===== src/rtl/seg_seq_pkg.sv =====
// Shared types and constants for the seven-segment digit sequencer.
// Holds the FSM state encoding, the BCD limit, the segment table and the step helper.
package seg_seq_pkg;

  typedef enum logic [1:0] {
    IDLE  = 2'd0,
    RUN   = 2'd1,
    PAUSE = 2'd2
  } seq_state_e;

  localparam logic [3:0] BCD_MAX = 4'd9;

  // Active-high segments, bit0 = a .. bit6 = g; entry n is the pattern for digit n.
  localparam logic [9:0][6:0] SEG_TABLE = {
    7'h6F, 7'h7F, 7'h07, 7'h7D, 7'h6D,
    7'h66, 7'h4F, 7'h5B, 7'h06, 7'h3F
  };

  function automatic logic [3:0] bcd_step(input logic [3:0] d, input logic down);
    if (down) begin
      return (d == 4'd0) ? BCD_MAX : d - 4'd1;
    end
    return (d >= BCD_MAX) ? 4'd0 : d + 4'd1;
  endfunction

endpackage


===== src/rtl/seg7_bcd_decode.sv =====
// Combinational BCD to seven-segment decoder; codes 10..15 blank the display.
module seg7_bcd_decode
  import seg_seq_pkg::*;
(
  input  logic [3:0] bcd_i,
  output logic [6:0] seg_o
);

  always_comb begin
    seg_o = 7'h00;
    if (bcd_i <= BCD_MAX) begin
      seg_o = SEG_TABLE[bcd_i];
    end
  end

endmodule


===== src/rtl/seg_display_sequencer.sv =====
// Run-control sequencer stepping a BCD digit at a programmable rate with registered segments.
// Optional decimal-point blink at the step rate is built when SEG_DP_BLINK_EN is defined.
//
// state | meaning
// IDLE  | after reset; prescaler and digit hold until start
// RUN   | prescaler counts; digit steps every TICK_DIV cycles
// PAUSE | prescaler and digit hold mid-period; start resumes
module seg_display_sequencer
  import seg_seq_pkg::*;
#(
  parameter int unsigned TICK_DIV   = 10_000_000,
  parameter int unsigned PRESCALE_W = 24
) (
  input  logic       clk,
  input  logic       rst_n,
  input  logic       ena,
  input  logic       start,
  input  logic       stop,
  input  logic       dir,
  input  logic       load,
  input  logic [3:0] load_val,
  output logic [3:0] digit,
  output logic [6:0] segments,
  output logic       tick,
  output logic       running,
  output logic       dp
);

  localparam logic [PRESCALE_W-1:0] PRESC_TC = PRESCALE_W'(TICK_DIV - 1);

  seq_state_e            state_q, state_d;
  logic [PRESCALE_W-1:0] presc_q, presc_d;
  logic [3:0]            digit_q, digit_d;
  logic [6:0]            seg_q, seg_d;
  logic                  tick_q, tick_d;
  logic                  running_q, running_d;

  always_comb begin
    state_d = state_q;
    presc_d = presc_q;
    digit_d = digit_q;
    tick_d  = 1'b0;
    if (load) begin
      // A load restarts the period and suppresses any step due on this edge.
      digit_d = (load_val > BCD_MAX) ? BCD_MAX : load_val;
      presc_d = '0;
    end else begin
      if (state_q == RUN) begin
        if (presc_q == PRESC_TC) begin
          presc_d = '0;
          tick_d  = 1'b1;
          digit_d = bcd_step(digit_q, dir);
        end else begin
          presc_d = presc_q + 1'b1;
        end
      end
      unique case (state_q)
        IDLE:    if (!stop && start) state_d = RUN;
        RUN:     if (stop)           state_d = PAUSE;
        PAUSE:   if (!stop && start) state_d = RUN;
        default:                     state_d = IDLE;
      endcase
    end
    running_d = (state_d == RUN);
  end

  seg7_bcd_decode u_decode (
    .bcd_i (digit_d),
    .seg_o (seg_d)
  );

  always_ff @(posedge clk or negedge rst_n) begin
    if (!rst_n) begin
      state_q   <= IDLE;
      presc_q   <= '0;
      digit_q   <= 4'd0;
      seg_q     <= 7'h3F;
      tick_q    <= 1'b0;
      running_q <= 1'b0;
    end else if (ena) begin
      state_q   <= state_d;
      presc_q   <= presc_d;
      digit_q   <= digit_d;
      seg_q     <= seg_d;
      tick_q    <= tick_d;
      running_q <= running_d;
    end
  end

`ifdef SEG_DP_BLINK_EN
  localparam logic [PRESCALE_W-1:0] DP_HALF = PRESCALE_W'(TICK_DIV / 2);

  logic dp_q, dp_d;

  assign dp_d = (state_d == RUN) && (presc_d < DP_HALF);

  always_ff @(posedge clk or negedge rst_n) begin
    if (!rst_n) begin
      dp_q <= 1'b0;
    end else if (ena) begin
      dp_q <= dp_d;
    end
  end

  assign dp = dp_q;
`else
  assign dp = 1'b0;
`endif

  assign digit    = digit_q;
  assign segments = seg_q;
  assign tick     = tick_q;
  assign running  = running_q;

endmodule


===== config.mk =====
export PLATFORM = sky130hd
export DESIGN_NAME = seg_display_sequencer
export DESIGN_NICKNAME = d
export VERILOG_FILES = /design/src/rtl/seg_seq_pkg.sv /design/src/rtl/seg7_bcd_decode.sv /design/src/rtl/seg_display_sequencer.sv
export SDC_FILE = /design/constraint.sdc
export NUM_CORES = 1
export LEC_CHECK = 0
export ABC_AREA = 1
export CAP_MARGIN = 20
export CORE_UTILIZATION = 45
export CTS_CLUSTER_DIAMETER = 120
export DETAILED_ROUTE_END_ITERATION = 7
export PLACE_DENSITY = 0.66
export SYNTH_ARGS = -nofsm -noshare
export SYNTH_HDL_FRONTEND = slang
export SYNTH_HIERARCHICAL = 1
export SYNTH_SLANG_ARGS = --single-unit

===== constraint.sdc =====
create_clock -name clk -period 5.3 [get_ports clk]
set_clock_uncertainty 0.15 [all_clocks]
set_input_delay 1.06 -clock clk [delete_from_list [all_inputs] [get_ports clk]]
set_output_delay 1.06 -clock clk [all_outputs]
set_load 0.02 [all_outputs]

; ---- Word level (Yosys, flattened, before mapping)
; Memory sizes are Yosys's and may differ from the RTL's.
; Index checks and enable logic that the tools add are counted.
; Widths: inputs -> output; s select.
[word_totals]
register_bits = 39
rom_bits = 112
output_inout_bits = 14
mem_count = 1
[mem_list]
columns = name, words, width, rd, rd_ports_with_merged_regs, wr, line
row1 = (name not given), 16, 7, 1, 0, 0, seg7_bcd_decode.sv:12  ; seg_o = SEG_TABLE[bcd_i];
[op_classes]
addsub = 3
magnitude_cmp = 4
eq_ne = 4
mux = 24
reduce_logical = 7
[ops]
columns = cell, n
row1 = $mux 24, 3
row2 = $mux 4, 8
row3 = $add 24x1->24 const B, 1
row4 = $eq 24x24->1 const B, 1
row5 = $mux 7, 2
row6 = $mux 1, 7
row7 = $mux 2, 3
row8 = $lt 4x5->1 const B, 1
row9 = $add 4x1->4 const B, 1
row10 = $eq 2x1->1 const B, 2
row11 = $ge 4x4->1 const B, 1
row12 = $gt 4x4->1 const B, 1
row13 = $le 4x4->1 const B, 1
row14 = $logic_not 4->1, 1
row15 = $pmux 2 s2, 1
row16 = $sub 4x1->4 const B, 1
row17 = $eq 2x2->1 const B, 1
row18 = $logic_not 2->1, 1
row19 = $reduce_and 2->1, 1
row20 = $reduce_bool 2->1, 1
row21 = $reduce_or 2->1, 1
row22 = $logic_and 1x1->1, 1
row23 = $logic_not 1->1, 1

; ---- Depth between registers and ports, before layout
; Gate-level depths: netlist (run 1).
[logic_depth]
word_depth = 11
depth_mapped = 19

; ---- Hierarchy
; The synthesis (run 1) kept the hierarchy.
[by_module_without_submodules]
columns = module, n_inst, cells_per_inst, area_each_um2, seq_area_each_um2
row1 = seg_display_sequencer, 1, 345, 2508.7, 983.4
row2 = seg7_bcd_decode, 1, 45, 230.2, 0.0

; ---- Worst setup path before layout (run 1)
; Ideal clock, no wire load.
[synth_timing]
path_type = input to register
start = in load
end = reg seg_q[6] (netlist: segments[6])
setup_time_ns = 0.117
arrival_ns = 2.234
setup_slack_ns = 2.799
path_stages = 13
path_buffers = 1
cell_sequence = buf_4 nand2_1 nor2_1 a21oi_1 nand2_1 inv_1 ha_1 o21ai_2 nand2_2 nand2_1 inv_1 nand2_1 nand2_1
[synth_via]
elab_chain_cells = 4
[synth_rtl]
columns = element, line
row1 = start: declaration, seg_display_sequencer.sv:20  ; input logic load,
row2 = $mux 4 *, seg_display_sequencer.sv:43  ; if (load) begin
row3 = via digit_d[0], seg_display_sequencer.sv:33  ; logic [3:0] digit_q, digit_d;
row4 = $mem_v2 16x7, n/a
row5 = $mux 7 (implied by the code), seg7_bcd_decode.sv:12
row6 = $mux 7 *, seg7_bcd_decode.sv:11  ; if (bcd_i <= BCD_MAX) begin
row7 = via seg_d[6], seg_display_sequencer.sv:34  ; logic [6:0] seg_q, seg_d;
row8 = end signal: assignment, seg_display_sequencer.sv:84  ; seg_q <= seg_d;
row9 = end: declaration, seg_display_sequencer.sv:34
; Mark *: on every way through the listed nets, which the timed path passes. The rest lies on a longest branch. The select of a mux whose other input is x is not followed.
; A chain may end at the register's enable or synchronous reset.

; ---- Worst setup path after layout (run 1)
[layout_timing]
start = in ena
end = reg presc_q[11]
[layout_via]
elab_chain_cells = 1
[layout_rtl]
columns = element, line
row1 = start: declaration, seg_display_sequencer.sv:16  ; input logic ena,
row2 = $reduce_and 2->1 (no line), n/a
row3 = end signal: assignment, seg_display_sequencer.sv:82  ; presc_q <= presc_d;
row4 = end: declaration, seg_display_sequencer.sv:32  ; logic [PRESCALE_W-1:0] presc_q, presc_d;
; Every way passes these cells.

==> results of run 1 <==
==> final timing paths <==
path                       cells after the start  slack, ns               startpoint                 endpoint
min in group asynchronous                      1       0.72                    rst_n   presc_q[1]$_DFFE_PN0P_
max reg2reg                                   16       2.72     digit[0]$_DFFE_PN0P_  segments[4]$_DFFE_PN1P_
min reg2reg                                    2       0.31  segments[4]$_DFFE_PN1P_  segments[4]$_DFFE_PN1P_
min                                            2       0.31  segments[4]$_DFFE_PN1P_  segments[4]$_DFFE_PN1P_
max in group asynchronous                      1       3.73                    rst_n   presc_q[0]$_DFFE_PN0P_
max                                           10       2.24                      ena  presc_q[11]$_DFFE_PN0P_
==> synth_stat cells, types with 4 or more instances <==
| library cell | n |
|---|---|
| dfrtp_1 | 33 |
| nand4_1 | 12 |
| dfstp_2 | 6 |
| inv_2 | 6 |
| inv_1 | 46 |
| a21oi_1 | 5 |
| nor2_1 | 45 |
| nand2_1 | 117 |
| nor3_1 | 8 |
| nand2_2 | 8 |
| nand3_1 | 29 |
| ha_1 | 10 |
| nor2_2 | 7 |
| xor2_1 | 9 |
| o21ai_0 | 13 |
| nand3_2 | 4 |
==> area by class of cell <==
cell class / count / area, um^2 / area share [%]
clock inverters: 3 / 67.6 / 2.14
flip-flops and latches: 39 / 983 / 31.1
clock buffers: 5 / 68.8 / 2.18
well taps: 75 / 93.8 / 2.97
repair buffers: 24 / 233 / 7.36
multi-input cells: 290 / 1510 / 47.6
inverters: 55 / 210 / 6.65
==> metal layers <==
layer	track usage [%]	routed length (um)	share of wire, %	up-vias
met2	37.9	2980	48	36
met3	3.89	186	3.0	7
li1	-	-	-	1277
met5	0	0	0	-
met1	27.8	2900	47	1139
met4	7.86	91	1.5	0
==> cell usage in the layout (no fill, tap or decap), types with 2 or more instances in the layout <==
master	n
xor2_1	9
inv_1	46
inv_2	6
o21ai_0	13
dfrtp_1	33
nand2_2	8
a22o_1	2
ha_1	10
nor3_1	8
nor2_2	7
nor2_1	45
nand3b_1	2
clkdlybuf4s50_1	22
nand2_1	117
clkbuf_8	5
xnor2_1	3
a21oi_1	5
nand3_2	4
nand4_1	12
dfstp_2	6
bufinv_16	2
nand3_1	29
a21oi_2	2
nor2_4	3
==> power groups by stage <==
| stage | registers (mW) | logic, mW | clock network, mW |
|---|---|---|---|
| after floorplan | 0.369 | 0.110 | 0 |
| after global placement | 0.356 | 0.188 | 0 |
| after detailed placement | 0.356 | 0.191 | 0 |
| after CTS | 0.351 | 0.191 | 0.310 |
| after global routing | 0.355 | 0.216 | 0.326 |
| final | 0.351 | 0.190 | 0.304 |
==> registers in the layout (all words and copies together), names as in the netlist <==
register  flops
state_q       2
digit         4
tick          1
segments      7
presc_q      24
running       1
==> cells by family after synthesis <==
family	count (synthesis)	synth area share, %
AO/OA/AOI/OAI	27	5.94
other	1	0.137
adder cells (fa/ha/maj)	10	4.57
AND/OR/NAND/NOR	240	40.5
flip-flops	39	35.9
XOR/XNOR	12	3.84
buffers and inverters	61	9.09
==> worst reg2reg max path: cells and delay by family, from the launching register on <==
kind            cells  cell delay (ns)
compound gates      1             0.21
buf+inv             2             0.31
fa+ha+maj           2             0.47
simple gates       11             0.91
flops               1             0.49
==> impl_results.md, run 1 <==
- Sequential cell area fraction in the yosys report: 35.9%
- Number of H-tree levels: 2
- Antenna cell count: 0
- Synthesized area per cell: 7.02 um^2
- Max_cap viols: 0
- Cell chain of the critical path: clkdlybuf4s50_1 -> buf_4 -> inv_2 -> a21oi_2 -> inv_2 -> nor2_2 -> nand3_1 -> nand2_2 -> nand3_1 -> and2_1
- Routability congestion estimate from global placement: 0.885
- Sequential power share: 41.5%
- Pre-CTS setup slack: 1.93 ns
- Slowest library cell on the worst path: a21oi_2
- Number of global-route vias before repair: 2,427
- Worst slew slack as a fraction of its limit: 41.2%
- Net switching power figure: 0.253 mW
- Combinational share of power: 22.5%
- Proportion of power drawn by the clock network: 36.0%
- Final min period: 3.06 ns
- Fin. Hold Viols: 0
- Cells after DPL: 483
- Total DRC errors in the routed layout: 0
- Transition at the pin with the smallest max-transition slack: 0.883 ns
- Net Count, Synth: 411
- Achievable Freq: 0.327 GHz
- TritonCTS clock tree: yes
- Worst vdd ir: 121 uV
- Biggest cell delay along the critical path: 0.46 ns
- DIE HEIGHT: 80.0 um
- Warnings, synthesis: 6
- Worst Hold Slack: 0.315 ns
- Core region area: 5890 um^2
- Worst-Skew Late Latency: 0.30 ns
- Total global routing track utilization: 22.1%
- Internal power: 0.591 mW
- Post-route cell area: 3160 um^2
- Clock buffers created by TritonCTS: 5
- Top-area cell type share of the netlist area: 30.2%
- PnR worst setup slack: 2.24 ns
- Placed Area: 3030 um^2
- Cell type contributing the most total cell area after synthesis: dfrtp_1
- Number of buffers inserted by hold repair at cts: 0
- CP endpoint kind: flip-flop
- Antenna Nets Post-Route: 0
- HPWL after DPL: 4550 um
- Starting DRC count in detailed routing: 159
- Top cells by area, synth: dfrtp_1, nand2_1, inv_1
- Cell leakage power: 1.51 nW
- Clock Tree Root: clkbuf_8
- Initial core utilization: 46.5%
- Fill cell total of the finished layout: 569
- Count of instances resized after the clock tree is built: 0
- Post-synthesis cell area: 2740 um^2
- Setup Total Neg Slack: 0 ns
- P per Cell Area: 267 nW/um^2
- Setup-violating endpoint count in the final report: 0
- Ports: 25
- Finished Layout Cells: 491
- Ys flop type: dfrtp_1
- Vias post-DR: 2,459
- EDFF count, synth: 0
- Total grt overflow: 0
- Wirelength per Cell: 12.5 um
- Result of the run: completed
- Unrepaired setup endpoints after global routing: no
- Number of buffers between clock root and the deepest sink: 2
- Startpoint type of the worst setup path: input pin
- Dominant delay contributor by cell family on the critical path: buffers and inverters
- Port Buffers: 23
- Number of standard-cell rows in the floorplan: 28
- Total of flip-flops plus latches after synthesis: 39
- DIE AREA: 6400 um^2
- Post-synthesis to final-layout area growth: 15.5%
- Final WL: 6160 um
- Fraction of layout cells with a size suffix above 1: 12.5%
- Number of max-slew violations in the final report: 0
- Antenna violations before repair: 0
- Cells after synthesis: 390
- Hold WC Path Type: flip-flop to flip-flop
- Crit share post-route: 57.7%
- Largest net degree at the start of global routing: 40
- Maximum net fanout on the critical path: 16
- Worst Path Buf+Inv: 4
- Category of the critical setup timing path: input pin to flip-flop
- Post-layout power: 0.844 mW
- Distinct cell type count of the synthesized netlist: 39
- Fraction of registers with async set/reset: 100%
- Final layout net count: 436
- Required time worst endpoint: 5.34 ns
- Global-route wire length before repair: 10,900 um
- Post-CTS setup buffer count: 0
- DR pass1 iterations: 5
- Switching part of the total power: 30.0%
- Number of clock sinks: 39
- Number of vias per cell: 5.01
- Worst endpoint data arrival time: 3.10 ns
- Die width: 80.0 um
- Layout Utilization: 53.7%
- Clock transition time at the flip-flop clock pins of the worst setup and hold paths: 0.09 ns
(Power assumes the default switching activity.)
==> inputs of run 2 (changes only) <==
- clock period: 5.3 -> 2.86 ns (I/O delays scaled with it)
==> run 2 against run 1 <==
Sequential share of layout area hardly changed. Critical endpoint is now segments[6]$_DFFE_PN0P_. Critical path depth is 5 higher. Non-clock buffer count is 3 higher. Total power is 77% higher. Largest cell class unchanged. Design area is 0.16% higher. Sequential power is 85% higher. Critical path type is now flip-flop to flip-flop. Clock power is 61% higher. Clock-buffer cell count is 1 higher. Register-to-register slack worse by 2.4 ns. Routed wire length is 0.52% lower.
==> impl_results.md, run 2 (synthesized netlist as in run 1, its figures left out) <==
- Initial core utilization: 46.5%
- Antenna violations before repair: 0
- Number of vias per cell: 5.02
- Final layout net count: 439
- Number of buffers between clock root and the deepest sink: 2
- Result of the run: completed
- Biggest cell delay along the critical path: 0.40 ns
- HPWL after DPL: 4650 um
- Setup Total Neg Slack: 0 ns
- Setup-violating endpoint count in the final report: 0
- Port Buffers: 23
- Vias post-DR: 2,478
- Worst vdd ir: 276 uV
- Unrepaired setup endpoints after global routing: no
- Count of instances resized after the clock tree is built: 0
- DIE HEIGHT: 80.0 um
- DIE AREA: 6400 um^2
- CP endpoint kind: flip-flop
- Wirelength per Cell: 12.4 um
- DR pass1 iterations: 4
- Number of buffers inserted by hold repair at cts: 0
- Most common library cell in the layout ignoring fill and taps: nand2_1
- Clock transition time at the flip-flop clock pins of the worst setup and hold paths: 0.09 ns
- Routability congestion estimate from global placement: 0.887
- Clock Tree Root: clkbuf_8
- Startpoint type of the worst setup path: flip-flop
- Number of global-route vias before repair: 2,468
- Number of H-tree levels: 2
- Worst slew slack as a fraction of its limit: 42.0%
- Ports: 25
- Category of the critical setup timing path: flip-flop to flip-flop
- Worst endpoint data arrival time: 2.62 ns
- Switching part of the total power: 30.8%
- Number of max-slew violations in the final report: 0
- Max_cap viols: 0
- Combined area of the multi-input logic cells: 1510 um^2
- Die width: 80.0 um
- TritonCTS clock tree: yes
- Number of standard-cell rows in the floorplan: 28
- Pre-CTS setup slack: 0.147 ns
- Worst Hold Slack: 0.232 ns
- Worst-Skew Late Latency: 0.30 ns
- Worst Path Buf+Inv: 2
- Sequential power share: 43.4%
- Total global routing track utilization: 22.1%
- Cell chain of the critical path: ha_1 -> nand3_2 -> nor3_4 -> nand4_1 -> nand2_1 -> nand3_1 -> nand2_1 -> inv_1 -> ha_1 -> o21ai_2 -> nand2_2 -> nand2_1 -> inv_1 -> nand2_1 -> nand2_1
- Combined flip-flop and latch cell area: 985 um^2
- Cell leakage power: 1.52 nW
- Antenna cell count: 0
- Internal power: 1.03 mW
- Fill cell total of the finished layout: 593
- Proportion of power drawn by the clock network: 32.7%
- Hold WC Path Type: input pin to asynchronous set/reset pin
- Final WL: 6130 um
- Post-CTS setup buffer count: 0
- PnR worst setup slack: 0.275 ns
- Dominant delay contributor by cell family on the critical path: simple AND/OR/NAND/NOR gates
- Transition at the pin with the smallest max-transition slack: 0.871 ns
- Total DRC errors in the routed layout: 0
- Net switching power figure: 0.461 mW
- Combinational share of power: 23.9%
- Final min period: 2.59 ns
- Slowest library cell on the worst path: dfrtp_1
- Reg with most FFs: presc_q
- Fin. Hold Viols: 0
- Max reg flops: 24
- Reg-to-reg slack, setup: 0.27 ns
- Largest net degree at the start of global routing: 40
- Starting DRC count in detailed routing: 109
- Number of clock sinks: 39
- Achievable Freq: 0.387 GHz
- Reg-to-Reg End: segments[6]$_DFFE_PN0P_
- Most frequent cells in the layout: nand2_1, inv_1, nor2_1, dfrtp_1, nand3_1
- Total grt overflow: 0
- Fraction of layout cells with a size suffix above 1: 13.6%
- Post-synthesis to final-layout area growth: 15.7%
- Worst r2r path cells: 15
- Global-route wire length before repair: 11,000 um
- Core region area: 5890 um^2
- Crit path top cell by count: nand2_1
- Required time worst endpoint: 2.90 ns
- Startpoint of the worst-slack reg-to-reg timing path: presc_q[0]$_DFFE_PN0P_
- Clock buffers created by TritonCTS: 5
- Maximum net fanout on the critical path: 5
- Antenna Nets Post-Route: 0
- Crit share post-route: 90.4%
- P per Cell Area: 472 nW/um^2
run 2: cell count changes in the layout (fill, tap and decap cells not counted):
cell        change
bufinv_16       -1
dfrtp_2         +1
buf_4           +3
clkinv_2        +1
clkbuf_8        +1
clkinvlp_4      -1
dfrtp_1         -1
inv_1           -1
inv_2           +1
run 2: metal layers:
| layer | global-route usage [%] | vias up | share of wire, % |
|---|---|---|---|
| met3 | 3.54 | 15 | 3.3 |
| met4 | 9.29 | 0 | 2.2 |
| met1 | 26.0 | 1132 | 46 |
| met5 | 0 | - | 0 |
| met2 | 39.5 | 45 | 49 |
| li1 | - | 1286 | - |
run 2: power groups by stage:
stage	registers, mW	logic [mW]	clock network [mW]
after global routing	0.657	0.411	0.526
after detailed placement	0.660	0.360	0
after CTS	0.649	0.362	0.501
after global placement	0.658	0.354	0
final	0.649	0.358	0.489
after floorplan	0.684	0.204	0
run 2: worst max path at each step:
stage	from	endpoint	slack, ns	depth (start not counted)
global route	presc_q[0]$_DFFE_PN0P_	segments[4]$_DFFE_PN1P_	0.05	16
CTS	presc_q[0]$_DFFE_PN0P_	segments[6]$_DFFE_PN0P_	0.29	16
detailed placement	dir	segments[6]$_DFFE_PN0P_	0.15	15
global placement	dir	segments[1]$_DFFE_PN1P_	0.26	15
floorplan	digit[1]$_DFFE_PN0P_	segments[6]$_DFFE_PN0P_	0.47	18
finish	presc_q[0]$_DFFE_PN0P_	segments[6]$_DFFE_PN0P_	0.27	15
run 2: metrics by stage:
step | instance area (um^2) | std cells | utilization [%] | power (mW)
floorplan | 2740 | 390 | - | 0.888
global placement | 3050 | 486 | 51.8 | 1.01
detailed placement | 3050 | 486 | 51.8 | 1.02
CTS | 3170 | 494 | 53.8 | 1.51
global route | 3170 | 494 | 53.8 | 1.59
finish | 3170 | 494 | 53.8 | 1.50
run 2: final cells by class:
| cell class | instances | share of cell area [%] |
|---|---|---|
| repair buffers | 27 | 8.06 |
| multi-input cells | 290 | 47.6 |
| flip-flops and latches | 39 | 31.1 |
| clock inverters | 2 | 1.11 |
| well taps | 75 | 2.96 |
| clock buffers | 6 | 2.61 |
| inverters | 55 | 6.64 |
==> inputs of run 3 (changes only) <==
- CORE_UTILIZATION: 45 -> 58
- PLACE_DENSITY: 0.66 -> 0.81
==> run 3 against run 2 <==
Cell count fell by 4.7%. Fmax fell by 1.8%. Largest power group unchanged. Critical endpoint is now segments[4]$_DFFE_PN1P_. Largest cell class unchanged. Global-route usage up 5.0 points.
==> impl_results.md, run 3 (synthesized netlist as in run 1, its figures left out) <==
- Result of the run: completed
- Proportion of power drawn by the clock network: 32.5%
- Achievable Freq: 0.380 GHz
- Final WL: 6270 um
- Number of buffers inserted by hold repair at cts: 0
- Reg-to-Reg End: segments[4]$_DFFE_PN1P_
- Worst slew slack as a fraction of its limit: 41.6%
- Switching part of the total power: 31.0%
- HPWL after DPL: 4660 um
- Net switching power figure: 0.465 mW
- Required time worst endpoint: 2.95 ns
- Antenna cell count: 0
- Port Buffers: 23
- Total global routing track utilization: 27.0%
- Final layout net count: 439
- Most common library cell in the layout ignoring fill and taps: nand2_1
- Clock buffers created by TritonCTS: 5
- Initial core utilization: 61.6%
- Combined area of the multi-input logic cells: 1510 um^2
- DR pass1 iterations: 4
- Startpoint of the worst-slack reg-to-reg timing path: presc_q[0]$_DFFE_PN0P_
- P per Cell Area: 478 nW/um^2
- Worst vdd ir: 246 uV
- Number of buffers between clock root and the deepest sink: 2
- Category of the critical setup timing path: flip-flop to flip-flop
- Startpoint type of the worst setup path: flip-flop
- Post-layout power: 1.50 mW
- Number of max-slew violations in the final report: 0
- Starting DRC count in detailed routing: 245
- Fraction of layout cells with a size suffix above 1: 13.1%
- Worst endpoint data arrival time: 2.73 ns
- Post-CTS setup buffer count: 0
- TritonCTS clock tree: yes
- Reg with most FFs: presc_q
- Max_cap viols: 0
- Transition at the pin with the smallest max-transition slack: 0.876 ns
- Combined flip-flop and latch cell area: 983 um^2
- Internal power: 1.03 mW
- Total DRC errors in the routed layout: 0
- Most frequent cells in the layout: nand2_1, inv_1, nor2_1, dfrtp_1, nand3_1
- Setup Total Neg Slack: 0 ns
- Crit share post-route: 92.1%
- Pre-CTS setup slack: 0.0932 ns
- Antenna Nets Post-Route: 0
- Number of clock sinks: 39
- DIE HEIGHT: 70.7 um
- CP endpoint kind: flip-flop
- Total grt overflow: 0
- Reg-to-reg slack, setup: 0.23 ns
- Number of vias per cell: 5.37
- Layout Utilization: 70.6%
- Worst-Skew Late Latency: 0.31 ns
- Maximum net fanout on the critical path: 5
- Sequential power share: 43.4%
- Clock Tree Root: clkbuf_8
- Number of H-tree levels: 2
- Finished Layout Cells: 471
- Cell leakage power: 1.52 nW
- Cells after DPL: 463
- Placed Area: 3020 um^2
- Hold WC Path Type: input pin to asynchronous set/reset pin
- Worst r2r path cells: 16
- Global-route wire length before repair: 10,700 um
- Wirelength per Cell: 13.3 um
- Number of standard-cell rows in the floorplan: 24
- Routability congestion estimate from global placement: 0.945
- Fill cell total of the finished layout: 368
- PnR worst setup slack: 0.227 ns
- Clock transition time at the flip-flop clock pins of the worst setup and hold paths: 0.08 ns
- Core region area: 4440 um^2
- Count of instances resized after the clock tree is built: 0
- Largest net degree at the start of global routing: 40
- Max reg flops: 24
- Fin. Hold Viols: 0
- Unrepaired setup endpoints after global routing: no
- Worst Hold Slack: 0.227 ns
- Setup-violating endpoint count in the final report: 0
- Ports: 25
- Final min period: 2.63 ns
- Post-route cell area: 3140 um^2
- Combinational share of power: 24.1%
- Die width: 70.7 um
- Antenna violations before repair: 0
- DIE AREA: 5000 um^2
- Vias post-DR: 2,528
- Number of global-route vias before repair: 2,435
- Post-synthesis to final-layout area growth: 14.6%
-- run 3: cell count changes in the layout (fill, tap and decap cells not counted) --
cell	previous run	this run
dfrtp_1	32	33
dfrtp_2	1	0
inv_2	7	6
inv_1	45	46
-- run 3: worst max-delay path by stage --
stage / cells past startpoint / to / slack [ns] / startpoint
2_1_floorplan: 18 / segments[6]$_DFFE_PN0P_ / 0.47 / digit[1]$_DFFE_PN0P_
3_3_place_gp: 15 / segments[6]$_DFFE_PN0P_ / 0.18 / dir
3_5_place_dp: 15 / segments[6]$_DFFE_PN0P_ / 0.09 / dir
4_1_cts: 16 / segments[4]$_DFFE_PN1P_ / 0.23 / presc_q[0]$_DFFE_PN0P_
5_1_grt: 16 / segments[4]$_DFFE_PN1P_ / 0.03 / presc_q[0]$_DFFE_PN0P_
6_report: 16 / segments[4]$_DFFE_PN1P_ / 0.23 / presc_q[0]$_DFFE_PN0P_
-- run 3: area by class of cell --
class / count / area share (%)
Sequential cell: 39 / 31.3
Multi-Input combinational cell: 290 / 48.0
Timing Repair Buffer: 27 / 8.13
Clock inverter: 2 / 1.12
Inverter: 55 / 6.70
Tap cell: 52 / 2.07
Clock buffer: 6 / 2.63
-- run 3: power by group through the flow --
stage	combinational, mW	clock, mW	sequential (mW)
global placement	0.348	0	0.658
finish	0.361	0.487	0.651
floorplan	0.204	0	0.684
detailed placement	0.360	0	0.661
global route	0.404	0.517	0.657
CTS	0.362	0.491	0.651
-- run 3: critical path, stage by stage (launching register included) --
cell and delay (ns):
dfrtp_1 0.43, ha_1 0.22, nand3_2 0.15, nor3_4 0.19
nand3_2 0.14, nor2_2 0.20, nand2_1 0.07, nand3_1 0.07
nand2_1 0.12, inv_1 0.15, ha_1 0.22, nor2_1 0.06
nor2_1 0.11, nor2_2 0.06, nor2_1 0.08, nand2_1 0.06
nand2_1 0.08
-- run 3: metal layers --
layer	global-route usage, %	vias up	wire [um]
met3	4.56	10	235
met1	32.5	1182	2770
met4	9.11	0	85
met5	0	-	0
met2	49.0	53	3180
li1	-	1283	-
